## config.mk

```make
export PLATFORM = sky130hd
export DESIGN_NAME = pps_skew_monitor
export DESIGN_NICKNAME = d
export VERILOG_FILES = /design/src/rtl/pps_skew_pkg.sv /design/src/rtl/pps_edge_detect.sv /design/src/rtl/pps_skew_monitor.sv
export SDC_FILE = /design/constraint.sdc
export NUM_CORES = 1
export LEC_CHECK = 0
export ABC_AREA = 1
export BUFFER_PORTS_ARGS = -buffer_cell sky130_fd_sc_hd__clkbuf_2
export CAP_MARGIN = 40
export CORE_MARGIN = 1.5
export CORE_UTILIZATION = 58
export DETAILED_ROUTE_END_ITERATION = 8
export GPL_TIMING_DRIVEN = 0
export PLACE_DENSITY_LB_ADDON = 0.12
export SLEW_MARGIN = 15
export SYNTH_ARGS = -nofsm -noshare
export SYNTH_HDL_FRONTEND = slang
export SYNTH_HIERARCHICAL = 1
export SYNTH_SLANG_ARGS = --single-unit
```

## constraint.sdc

```tcl
create_clock -name clk_125m_i -period 2.25 [get_ports clk_125m_i]
set_input_delay 0.1125 -clock clk_125m_i [delete_from_list [all_inputs] [get_ports clk_125m_i]]
set_output_delay 0.1125 -clock clk_125m_i [all_outputs]
set_load 0.05 [all_outputs]
```

## src/rtl/pps_skew_pkg.sv

```systemverilog
// pps_skew_pkg: shared FSM state, offset width and statistics reset constants for pps_skew_monitor.
package pps_skew_pkg;

    typedef enum logic [1:0] {IDLE, WAIT_SLAVE, WAIT_MASTER} state_e;

    localparam int OFFSET_W = 16;

    localparam logic signed [OFFSET_W-1:0] STAT_MIN_RST = 16'sh7FFF;
    localparam logic signed [OFFSET_W-1:0] STAT_MAX_RST = 16'sh8000;

endpackage

```

## src/rtl/pps_edge_detect.sv

```systemverilog
// pps_edge_detect: rising-edge detector for one PPS input; a level already high at reset release is ignored.
module pps_edge_detect (
    input  logic clk_i,
    input  logic rst_i,
    input  logic pps_i,
    output logic edge_o
);

    logic prev_q;
    logic armed_q;

    // armed_q holds off detection for the first cycle so prev_q can capture the level present at release
    always_ff @(posedge clk_i or posedge rst_i) begin
        if (rst_i) begin
            prev_q  <= 1'b0;
            armed_q <= 1'b0;
        end else begin
            prev_q  <= pps_i;
            armed_q <= 1'b1;
        end
    end

    assign edge_o = armed_q & pps_i & ~prev_q;

endmodule

```

## src/rtl/pps_skew_monitor.sv

```systemverilog
// pps_skew_monitor: measures slave-minus-master PPS offset in clock cycles and tracks lock.
// Optional min/max/count statistics are built when PPS_SKEW_STATS_EN is defined.
module pps_skew_monitor
    import pps_skew_pkg::*;
#(
    parameter int G_WINDOW     = 1024,
    parameter int G_TOL        = 2,
    parameter int G_LOCK_COUNT = 3
) (
    input  logic                       clk_125m_i,
    input  logic                       rst_i,
    input  logic                       pps_master_i,
    input  logic                       pps_slave_i,
    output logic signed [OFFSET_W-1:0] offset_o,
    output logic                       offset_valid_o,
    output logic                       timeout_o,
    output logic                       miss_o,
    output logic                       locked_o
`ifdef PPS_SKEW_STATS_EN
    ,
    input  logic                       clear_stats_i,
    output logic signed [OFFSET_W-1:0] offset_min_o,
    output logic signed [OFFSET_W-1:0] offset_max_o,
    output logic        [OFFSET_W-1:0] meas_count_o
`endif
);

    localparam logic [15:0] WIN  = 16'(G_WINDOW);
    localparam logic [15:0] TOL  = 16'(G_TOL);
    localparam logic [7:0]  LOCK = 8'(G_LOCK_COUNT);

    logic                       m_edge, s_edge;
    state_e                     state_q, state_d;
    logic [15:0]                cnt_q, cnt_d;
    logic [7:0]                 good_q, good_d;
    logic signed [OFFSET_W-1:0] offset_q, offset_d;
    logic                       valid_q, valid_d;
    logic                       timeout_q, timeout_d;
    logic                       miss_q, miss_d;
    logic                       locked_q;
    logic [15:0]                mag;

    pps_edge_detect u_master_edge (.clk_i(clk_125m_i), .rst_i(rst_i), .pps_i(pps_master_i), .edge_o(m_edge));
    pps_edge_detect u_slave_edge  (.clk_i(clk_125m_i), .rst_i(rst_i), .pps_i(pps_slave_i),  .edge_o(s_edge));

    always_comb begin
        state_d   = state_q;
        cnt_d     = cnt_q + 16'd1;
        offset_d  = offset_q;
        valid_d   = 1'b0;
        timeout_d = 1'b0;
        miss_d    = 1'b0;
        mag       = '0;
        case (state_q)
            IDLE: begin
                cnt_d = '0;
                if (m_edge && s_edge) begin
                    offset_d = '0;
                    valid_d  = 1'b1;
                end else if (m_edge) begin
                    state_d = WAIT_SLAVE;
                    cnt_d   = 16'd1;
                end else if (s_edge) begin
                    state_d = WAIT_MASTER;
                    cnt_d   = 16'd1;
                end
            end
            WAIT_SLAVE: begin
                if (s_edge) begin
                    offset_d = $signed(cnt_q);
                    mag      = cnt_q;
                    valid_d  = 1'b1;
                    state_d  = IDLE;
                    cnt_d    = '0;
                end else if (m_edge) begin
                    miss_d = 1'b1;
                    cnt_d  = 16'd1;
                end else if (cnt_q == WIN) begin
                    timeout_d = 1'b1;
                    state_d   = IDLE;
                    cnt_d     = '0;
                end
            end
            WAIT_MASTER: begin
                if (m_edge) begin
                    offset_d = -$signed(cnt_q);
                    mag      = cnt_q;
                    valid_d  = 1'b1;
                    state_d  = IDLE;
                    cnt_d    = '0;
                end else if (s_edge) begin
                    miss_d = 1'b1;
                    cnt_d  = 16'd1;
                end else if (cnt_q == WIN) begin
                    timeout_d = 1'b1;
                    state_d   = IDLE;
                    cnt_d     = '0;
                end
            end
            default: begin
                state_d = IDLE;
                cnt_d   = '0;
            end
        endcase
        good_d = good_q;
        if (valid_d && mag <= TOL)
            good_d = (good_q == LOCK) ? good_q : good_q + 8'd1;
        else if (valid_d || timeout_d || miss_d)
            good_d = '0;
    end

    always_ff @(posedge clk_125m_i or posedge rst_i) begin
        if (rst_i) begin
            state_q   <= IDLE;
            cnt_q     <= '0;
            good_q    <= '0;
            offset_q  <= '0;
            valid_q   <= 1'b0;
            timeout_q <= 1'b0;
            miss_q    <= 1'b0;
            locked_q  <= 1'b0;
        end else begin
            state_q   <= state_d;
            cnt_q     <= cnt_d;
            good_q    <= good_d;
            offset_q  <= offset_d;
            valid_q   <= valid_d;
            timeout_q <= timeout_d;
            miss_q    <= miss_d;
            locked_q  <= (good_d == LOCK);
        end
    end

    assign offset_o       = offset_q;
    assign offset_valid_o = valid_q;
    assign timeout_o      = timeout_q;
    assign miss_o         = miss_q;
    assign locked_o       = locked_q;

`ifdef PPS_SKEW_STATS_EN
    logic signed [OFFSET_W-1:0] min_q, min_d;
    logic signed [OFFSET_W-1:0] max_q, max_d;
    logic [OFFSET_W-1:0]        mcnt_q, mcnt_d;

    always_comb begin
        min_d  = min_q;
        max_d  = max_q;
        mcnt_d = mcnt_q;
        if (clear_stats_i) begin
            min_d  = STAT_MIN_RST;
            max_d  = STAT_MAX_RST;
            mcnt_d = '0;
        end else if (valid_d) begin
            min_d  = (offset_d < min_q) ? offset_d : min_q;
            max_d  = (offset_d > max_q) ? offset_d : max_q;
            mcnt_d = (mcnt_q == 16'hFFFF) ? mcnt_q : mcnt_q + 16'd1;
        end
    end

    always_ff @(posedge clk_125m_i or posedge rst_i) begin
        if (rst_i) begin
            min_q  <= STAT_MIN_RST;
            max_q  <= STAT_MAX_RST;
            mcnt_q <= '0;
        end else begin
            min_q  <= min_d;
            max_q  <= max_d;
            mcnt_q <= mcnt_d;
        end
    end

    assign offset_min_o = min_q;
    assign offset_max_o = max_q;
    assign meas_count_o = mcnt_q;
`endif

endmodule
```

==> results of run 1 <==
==> worst min path at each step <==
stage               startpoint                               to  slack [ns]  cells after the start
global route             rst_i   u_master_edge/prev_q$_DFF_PP0_        0.21                      3
global placement         rst_i   u_slave_edge/armed_q$_DFF_PP0_       -0.03                      2
finish                   rst_i  u_master_edge/armed_q$_DFF_PP0_        0.19                      3
CTS                      rst_i   u_master_edge/prev_q$_DFF_PP0_        0.19                      3
detailed placement       rst_i   u_master_edge/prev_q$_DFF_PP0_       -0.02                      2
floorplan                rst_i  u_master_edge/armed_q$_DFF_PP0_       -0.15                      1
==> registers in the layout (all words and copies together) (netlist names) <==
register and cells:
cnt_q 16, good_q 8, locked_o 1, miss_o 1, offset_o 16, offset_valid_o 1
state_q 2, timeout_o 1, u_master_edge/armed_q 1, u_master_edge/prev_q 1, u_slave_edge/armed_q 1, u_slave_edge/prev_q 1
==> worst max-delay path, cell delays in order (launching register included) <==
cell	delay, ns
dfrtp_1	0.41
inv_1	0.11
ha_1	0.26
inv_2	0.12
nand2_2	0.16
nand2_2	0.06
nor2_2	0.13
nand3_4	0.15
nand3_1	0.13
nand2_2	0.08
nor2_1	0.12
nand2_1	0.08
nor2_1	0.12
==> report_power, final <==
| group | switching (uW) | internal (uW) | total [uW] |
|---|---|---|---|
| sequential | 146 | 1100 | 1250 |
| clock | 307 | 248 | 555 |
| combinational | 1600 | 617 | 2220 |
==> per-layer routing <==
layer,up-vias,wire [um],part of all wire (%)
met2,79,3105,45
li1,1392,-,-
met3,9,347,5.1
met5,-,0,0
met1,1247,3331,49
met4,0,81,1.2
==> stage by stage <==
stage          cell area [um2]  setup slack [ns]  hold WS (ns)  cells  power (uW)
3_5_place_dp              3376            0.2859      -0.01768    505        3451
4_1_cts                   3501            0.1981        0.1933    516        4014
2_1_floorplan             3153            0.6321       -0.1463    411        2957
5_1_grt                   3506           0.04690        0.2066    516        4295
3_3_place_gp              3356            0.3096      -0.03187    504        3413
6_report                  3506            0.2504        0.1944    516        4017
==> Yosys cell counts (all sizes together) <==
master,n
a21boi,1
a21oi,12
a22o,2
a22oi,2
a31oi,2
a32o,2
buf,7
clkbuf,2
conb,2
dfrtp,50
ha,11
inv,54
nand2,116
nand3,31
nand3b,2
nand4,10
nor2,56
nor3,7
nor3b,1
o211ai,1
o21a,1
o21ai,28
o22ai,4
o311ai,1
xnor2,2
xor2,4
==> cells by family after synthesis <==
logic type | share of synthesized area, %
buffers and inverters | 8.611
adder cells (fa/ha/maj) | 4.365
flip-flops | 39.68
XOR/XNOR | 1.667
AND/OR/NAND/NOR | 35.24
other | 0.2382
AO/OA/AOI/OAI | 10.20
==> layout make-up <==
cell class | count | share of cell area [%]
multi-input cells | 298 | 46.65
plain buffers | 9 | 1.963
repair buffers | 27 | 4.711
clock buffers | 6 | 2.355
flip-flops and latches | 50 | 35.69
well taps | 70 | 2.498
clock inverters | 2 | 0.3569
inverters | 54 | 5.782
==> timing repair <==
| item | 4_1_cts | 5_1_grt |
|---|---|---|
| hold buffers | 3 | 0 |
| endpoints found under the setup margin | 0 | 1 |
| hold endpoints to repair | 16 | 0 |
| gates resized for setup | 0 | 1 |
==> metrics.txt, run 1 <==
DRT Pass-1 Iters 5; cell type with the largest total area after synthesis dfrtp_1; Critical Path End locked_o$_DFF_PP0_; Worst setup startpoint state_q[0]$_DFFE_PP0P_; Synth Cell Area 3153 um2; PwrDens 1146 nW/um2; CP max FO 9; commonest non-fill, non-tap cell in the layout nand2_1; cells after synthesis 411; global route total overflow 0; syn_area_per_cell 7.672 um2; core area 5172 um2; RSZ-0062 raised after global routing false; Synth top area share 39.68%; Clock Skew 0.01277 ns; Layout Nets 460; met1 Resource Use GR 35.69%; most frequent cells in the layout nand2_1, dfrtp_1, inv_1; H-tree Lvls 2; gr busiest metal met2; number of max-cap violations 0; cts bufs inserted 5; CTS sink count 50; final hold vios 0; Detail Route Antenna Nets 0; die height 76.73 um; CTS tree yes; R2R depth 12; actual slew at the worst max-slew pin 0.5191 ns; post-DP HPWL 5.133 mm; vias per cell 5.285; Post-Route WL 6.866 mm; r2r setup slk 0.25 ns; largest net degree at the start of global routing 37; Seq/Total Area, Yosys 39.68%; IO Pins 24; Setup crit end kind register; site row count 26; Setup Buffers After CTS 0; relative slew slack 65.39%; DIE WIDTH 76.73 um; initial antenna violation count 0; vias in the first global route 2543; Global Route Usage Sum 25.22%; Arr. time, crit path 2.25 ns; synth top area cells dfrtp_1, nand2_1, inv_1; Worst-path clk slew 0.10 ns; DRC errors left 0; Yosys cell types 40; static leakage 0.001805 uW; worst r2r src state_q[0]$_DFFE_PP0P_; FF+latch area 1251 um2; Synthesized Nets 426; Starting DRT DRC Count 239; met2 usage 39.82%; later-pin clock latency in the skew report 0.31 ns; layout cells sized above 1 18.61%; worst vdd rail ir drop 1.092 mV; met3 Resource Use GR 4.286%; antenna cells 0; Max Slew Vio Count 0; area delta synth->final 11.19%; Finished Core Util 67.78%; Hold WC Path Type in -> async; Via Count 2727; type of the worst setup path reg -> reg; root buffer selected by CTS clkbuf_8; PortBufs 23; setup violators final 0; Layout fillers 443; starting density of the core 60.96%; first-pass GRT wire length 11.90 mm; Max clock buf depth 2; multi-input logic area 1635 um2; flops & latches, synth 50; Total Die Area 5887 um2; setup_tns 0 ns; worst path required time 2.50 ns; Final min period 2.000 ns; fmax 500.1 MHz; R2R Path End locked_o$_DFF_PP0_; Synthesis Warnings 6; period utilization 88.87%; Worst Setup Start Kind register; status complete, no violations; DR WL/cell 13.31 um; RePlAce Congestion 0.8748
No activity file was read; power rests on OpenSTA's default activity.
==> inputs of run 2 (changes only) <==
Settings changed: PLACE_DENSITY set to 0.77, PLACE_DENSITY_LB_ADDON 0.12 to unset, TNS_END_PERCENT set to 1.
==> run 2 against run 1 <==
  * Final cell count is the same
  * Global-route usage grew 0.38 points
  * Worst hold slack gained 0.013 ns
  * Count of clock-buffer cells in the layout grew 1
  * Non-clock buffer count is the same
  * Critical path type unchanged
  * Largest cell class unchanged
  * Highest routed layer unchanged
==> metrics.txt, run 2 (same netlist as run 1, synthesis figures left out) <==
status complete, no violations; DRC errors left 0; Starting DRT DRC Count 196; DRT Pass-1 Iters 4; Global Route Usage Sum 25.61%; DR WL/cell 13.40 um; Critical Path End offset_o[7]$_DFFE_PP0P_; vias per cell 5.279; vias in the first global route 2656; Detail Route Antenna Nets 0; Clock Skew 0.008855 ns; Crit path max-delay family buffers and inverters; RSZ-0062 raised after global routing false; most frequent cells in the layout nand2_1, dfrtp_1, inv_1; worst path required time 2.46 ns; worst r2r src state_q[0]$_DFFE_PP0P_; setup violators final 0; Layout Nets 460; antenna cells 0; period utilization 91.69%; commonest non-fill, non-tap cell in the layout nand2_1; Worst path slowest cell buf_1; Post-Route WL 6.912 mm; number of max-cap violations 0; relative slew slack 64.72%; Setup crit end kind register; cell total after placement 505; CP max FO 10; DIE WIDTH 76.73 um; Arr. time, crit path 2.27 ns; Worst Setup Start Kind register; Final min period 2.063 ns; crit-path cells inv_1 > ha_1 > inv_2 > o21ai_1 > nor2_1 > inv_2 > buf_1 > nand2_1 > o21ai_0; Hold WC Path Type in -> async; RePlAce Congestion 0.8737; Crit path top cell by count inv_2; PortBufs 23; starting density of the core 60.96%; fmax 484.7 MHz; final hold vios 0; first-pass GRT wire length 12.09 mm; final cell count without fillers 516; static leakage 0.001810 uW; root buffer selected by CTS clkbuf_8; r2r setup slk 0.19 ns; Worst-path clk slew 0.09 ns; CTS tree yes; initial antenna violation count 0; actual slew at the worst max-slew pin 0.5284 ns; layout cells sized above 1 18.39%; Layout fillers 442; area delta synth->final 11.31%; H-tree Lvls 2; R2R depth 9; Worst setup startpoint state_q[0]$_DFFE_PP0P_; max incr delay on CP 0.42 ns; die height 76.73 um; PwrDens 1144 nW/um2; Via Count 2724; core area 5172 um2; later-pin clock latency in the skew report 0.30 ns; largest net degree at the start of global routing 25; setup_tns 0 ns; post-DP HPWL 5.124 mm; IO Pins 24; cts bufs inserted 5; Total Die Area 5887 um2; site row count 26; R2R Path End offset_o[7]$_DFFE_PP0P_; critical path depth 9; worst vdd rail ir drop 0.9146 mV; CTS sink count 50; Max clock buf depth 2; type of the worst setup path reg -> reg; Setup Buffers After CTS 0; Max Slew Vio Count 0; global route total overflow 0; Worst Path Buf+Inv 4
[run 2: cell types whose count changed in the layout (fill, tap and decap cells not counted)]
cell	delta
clkinvlp_4	-1
buf_12	-1
buf_16	+1
buf_1	+1
[run 2: cell type report]
type                       instances  area, um2  share of cell area [%]
clock inverter                     1      5.005                  0.1426
inverter                          54      202.7                   5.775
multi-input combinational        298       1635                   46.60
buffer                             9      68.82                   1.961
timing repair buffer              27      172.7                   4.920
tap                               70      87.58                   2.496
clock buffer                       7      86.33                   2.460
sequential                        50       1251                   35.65
[run 2: timing repair]
| item | in CTS | in global routing |
|---|---|---|
| setup endpoints to repair | 0 | 2 |
| resized for setup | 0 | 2 |
| hold endpoints to repair | 28 | 0 |
| hold buffers | 3 | 0 |
[run 2: where the power goes]
group          switching, uW  internal [uW]
combinational           1600            620
clock                    289            249
sequential               151           1100
total                   2040           1970
[run 2: per-layer routing]
metal  vias up  track usage [%]  wire [um]
met4         0            7.222         59
met3         7            4.167        265
met5         -                0          0
met1      1269            35.53       3335
li1       1391                -          -
met2        57            41.50       3251
[run 2: worst reg2reg max path, cell delays in order, from the launching register on]
cell,delay [ns]
dfrtp_1,0.41
inv_1,0.11
ha_1,0.27
inv_2,0.13
o21ai_1,0.20
nor2_1,0.07
inv_2,0.15
buf_1,0.42
nand2_1,0.09
o21ai_0,0.13
[run 2: metrics by stage]
| step | utilization, % | hold slack [ns] | instance area (um2) | setup WS [ns] | power, uW |
|---|---|---|---|---|---|
| finish | 67.85 | 0.2070 | 3510 | 0.1869 | 4015 |
| global placement | 64.88 | -0.03176 | 3356 | 0.2811 | 3413 |
| global route | 67.85 | 0.2241 | 3510 | 0.001328 | 4285 |
| CTS | 67.76 | 0.2047 | 3505 | 0.1739 | 4013 |
| detailed placement | 65.41 | -0.01687 | 3383 | 0.2341 | 3459 |
| floorplan | - | -0.1463 | 3153 | 0.6321 | 2957 |
[run 2: worst min path at each step]
stage	to	slack (ns)	cells past startpoint
final	u_master_edge/prev_q$_DFF_PP0_	0.21	3
after global routing	u_master_edge/prev_q$_DFF_PP0_	0.22	3
after CTS	u_master_edge/prev_q$_DFF_PP0_	0.20	3
after detailed placement	u_master_edge/prev_q$_DFF_PP0_	-0.02	2
after global placement	u_master_edge/armed_q$_DFF_PP0_	-0.03	2
after floorplan	u_master_edge/armed_q$_DFF_PP0_	-0.15	1
==> inputs of run 3 (changes only) <==
Settings changed: CORE_UTILIZATION 58 to 31, PLACE_DENSITY 0.77 to unset, RECOVER_POWER set to 100.
==> run 3 against run 2 <==
  * Worst setup slack gained 0.0019 ns
  * Combinational power shrank 3%
  * Flip-flop and latch count is the same
  * First-iteration DRC count is 36% lower
  * Routed wire length is 3.0% higher
  * Non-clock buffer count unchanged
  * Final cell count rose by 12%
  * Highest routed layer unchanged
==> metrics.txt, run 3 (same netlist as run 1, synthesis figures left out) <==
Layout Nets 460; vias in the first global route 2590; Max Slew Vio Count 0; worst path required time 2.48 ns; Worst Setup Start Kind register; Post-Route WL 7.117 mm; actual slew at the worst max-slew pin 0.7530 ns; R2R Path End cnt_q[6]$_DFF_PP0_; initial antenna violation count 0; period utilization 91.61%; Total Die Area 10780 um2; antenna cells 0; Finished Core Util 35.74%; PortBufs 23; root buffer selected by CTS clkbuf_8; static leakage 0.001726 uW; CP max FO 9; area delta synth->final 11.31%; die height 103.9 um; site row count 36; Sequential Power Share 31.8%; Net Sw Power 2042 uW; status complete, no violations; PwrDens 1116 nW/um2; setup violators final 0; global route total overflow 0; first-pass GRT wire length 12.34 mm; Max clock buf depth 2; starting density of the core 32.11%; post-DP HPWL 5.357 mm; worst r2r src cnt_q[0]$_DFF_PP0_; number of max-cap violations 0; RePlAce Congestion 0.8583; largest net degree at the start of global routing 28; worst vdd rail ir drop 0.6461 mV; Int Power 1874 uW; Starting DRT DRC Count 125; DR WL/cell 12.31 um; IO Pins 24; DRC errors left 0; setup_tns 0 ns; R2R depth 9; fmax 485.2 MHz; Clock power frac 12.9%; RSZ-0062 raised after global routing false; layout cells sized above 1 12.58%; relative slew slack 49.74%; Detail Route Antenna Nets 0; type of the worst setup path reg -> reg; Global Route Usage Sum 13.88%; Hold WC Path Type in -> async; most frequent cells in the layout nand2_1, dfrtp_1, inv_1; fin area 3510 um2; vias per cell 4.687; r2r setup slk 0.19 ns; Arr. time, crit path 2.29 ns; Final min period 2.061 ns; DIE WIDTH 103.9 um; Worst-path clk slew 0.09 ns; sw frac 52.14%; DRT Pass-1 Iters 5; core area 9819 um2; Layout fillers 1082; later-pin clock latency in the skew report 0.30 ns; final hold vios 0; CTS tree yes; Setup crit end kind register; Via Count 2709; Clock Skew 0.004417 ns; H-tree Lvls 2; Post-DP Area 3455 um2; commonest non-fill, non-tap cell in the layout nand2_1; CTS sink count 50; cts bufs inserted 5; Comb power frac 55.3%
==> run 3: cell types whose count changed in the layout (fill, tap and decap cells not counted), sizes merged <==
cell and delta:
buf -2, clkinv +1
==> run 3: final cells by class <==
cell class | instances | area [um2] | share of cell area [%]
Buffer | 9 | 70.07 | 1.996
Clock buffer | 5 | 68.82 | 1.961
Clock inverter | 2 | 10.01 | 0.2852
Inverter | 54 | 202.7 | 5.775
Multi-Input combinational cell | 298 | 1618 | 46.10
Sequential cell | 50 | 1251 | 35.65
Tap cell | 133 | 166.4 | 4.742
Timing Repair Buffer | 27 | 122.6 | 3.494
==> run 3: critical path: stages, from the launching register on <==
cell and delay [ns]:
dfrtp_1 0.47, inv_1 0.11, ha_1 0.24, nand2_1 0.20
nor2_8 0.08, nand2_1 0.16, nand4_4 0.19, inv_1 0.27
o21ai_0 0.13, a21oi_1 0.13
==> run 3: what timing repair did <==
action,CTS,global route
endpoints found under the setup margin,0,3
hold endpoints to repair,25,0
gates resized for setup,0,2
hold buffers,3,0
setup buffers,0,0
==> run 3: how the worst max path moves through the flow <==
stage	start	slack (ns)	depth (start not counted)	endpoint
4_1_cts	state_q[0]$_DFFE_PP0P_	0.20	9	offset_o[7]$_DFFE_PP0P_
3_3_place_gp	state_q[0]$_DFFE_PP0P_	0.21	9	offset_o[7]$_DFFE_PP0P_
2_1_floorplan	state_q[0]$_DFFE_PP0P_	0.63	12	offset_o[14]$_DFFE_PP0P_
5_1_grt	pps_master_i	0.01	16	locked_o$_DFF_PP0_
6_report	cnt_q[0]$_DFF_PP0_	0.19	9	cnt_q[6]$_DFF_PP0_
3_5_place_dp	state_q[0]$_DFFE_PP0P_	0.21	9	offset_o[7]$_DFFE_PP0P_
==> run 3: through the flow <==
| stage | hold WS [ns] | setup slack, ns | cells | total power [uW] |
|---|---|---|---|---|
| after floorplan | -0.1463 | 0.6321 | 411 | 2957 |
| after global placement | -0.02936 | 0.2124 | 567 | 3462 |
| after detailed placement | -0.01285 | 0.2078 | 568 | 3490 |
| after CTS | 0.1991 | 0.1955 | 578 | 4025 |
| after global routing | 0.2037 | 0.01373 | 578 | 4235 |
| final | 0.2015 | 0.1888 | 578 | 3916 |
==> run 3: routing by layer <==
layer	wire length (um)	share of wire (%)	GRT usage [%]
met2	3142	44	21.43
met4	142	2.0	5.060
met3	280	3.9	2.757
met1	3552	50	19.25
met5	0	0	0
==> run 3: power groups by stage <==
stage / clock (uW) / combinational [uW] / sequential (uW)
final: 505 / 2160 / 1250
after global routing: 574 / 2390 / 1280
after CTS: 538 / 2240 / 1250
after detailed placement: 0 / 2220 / 1270
after global placement: 0 / 2200 / 1260
after floorplan: 0 / 1200 / 1760
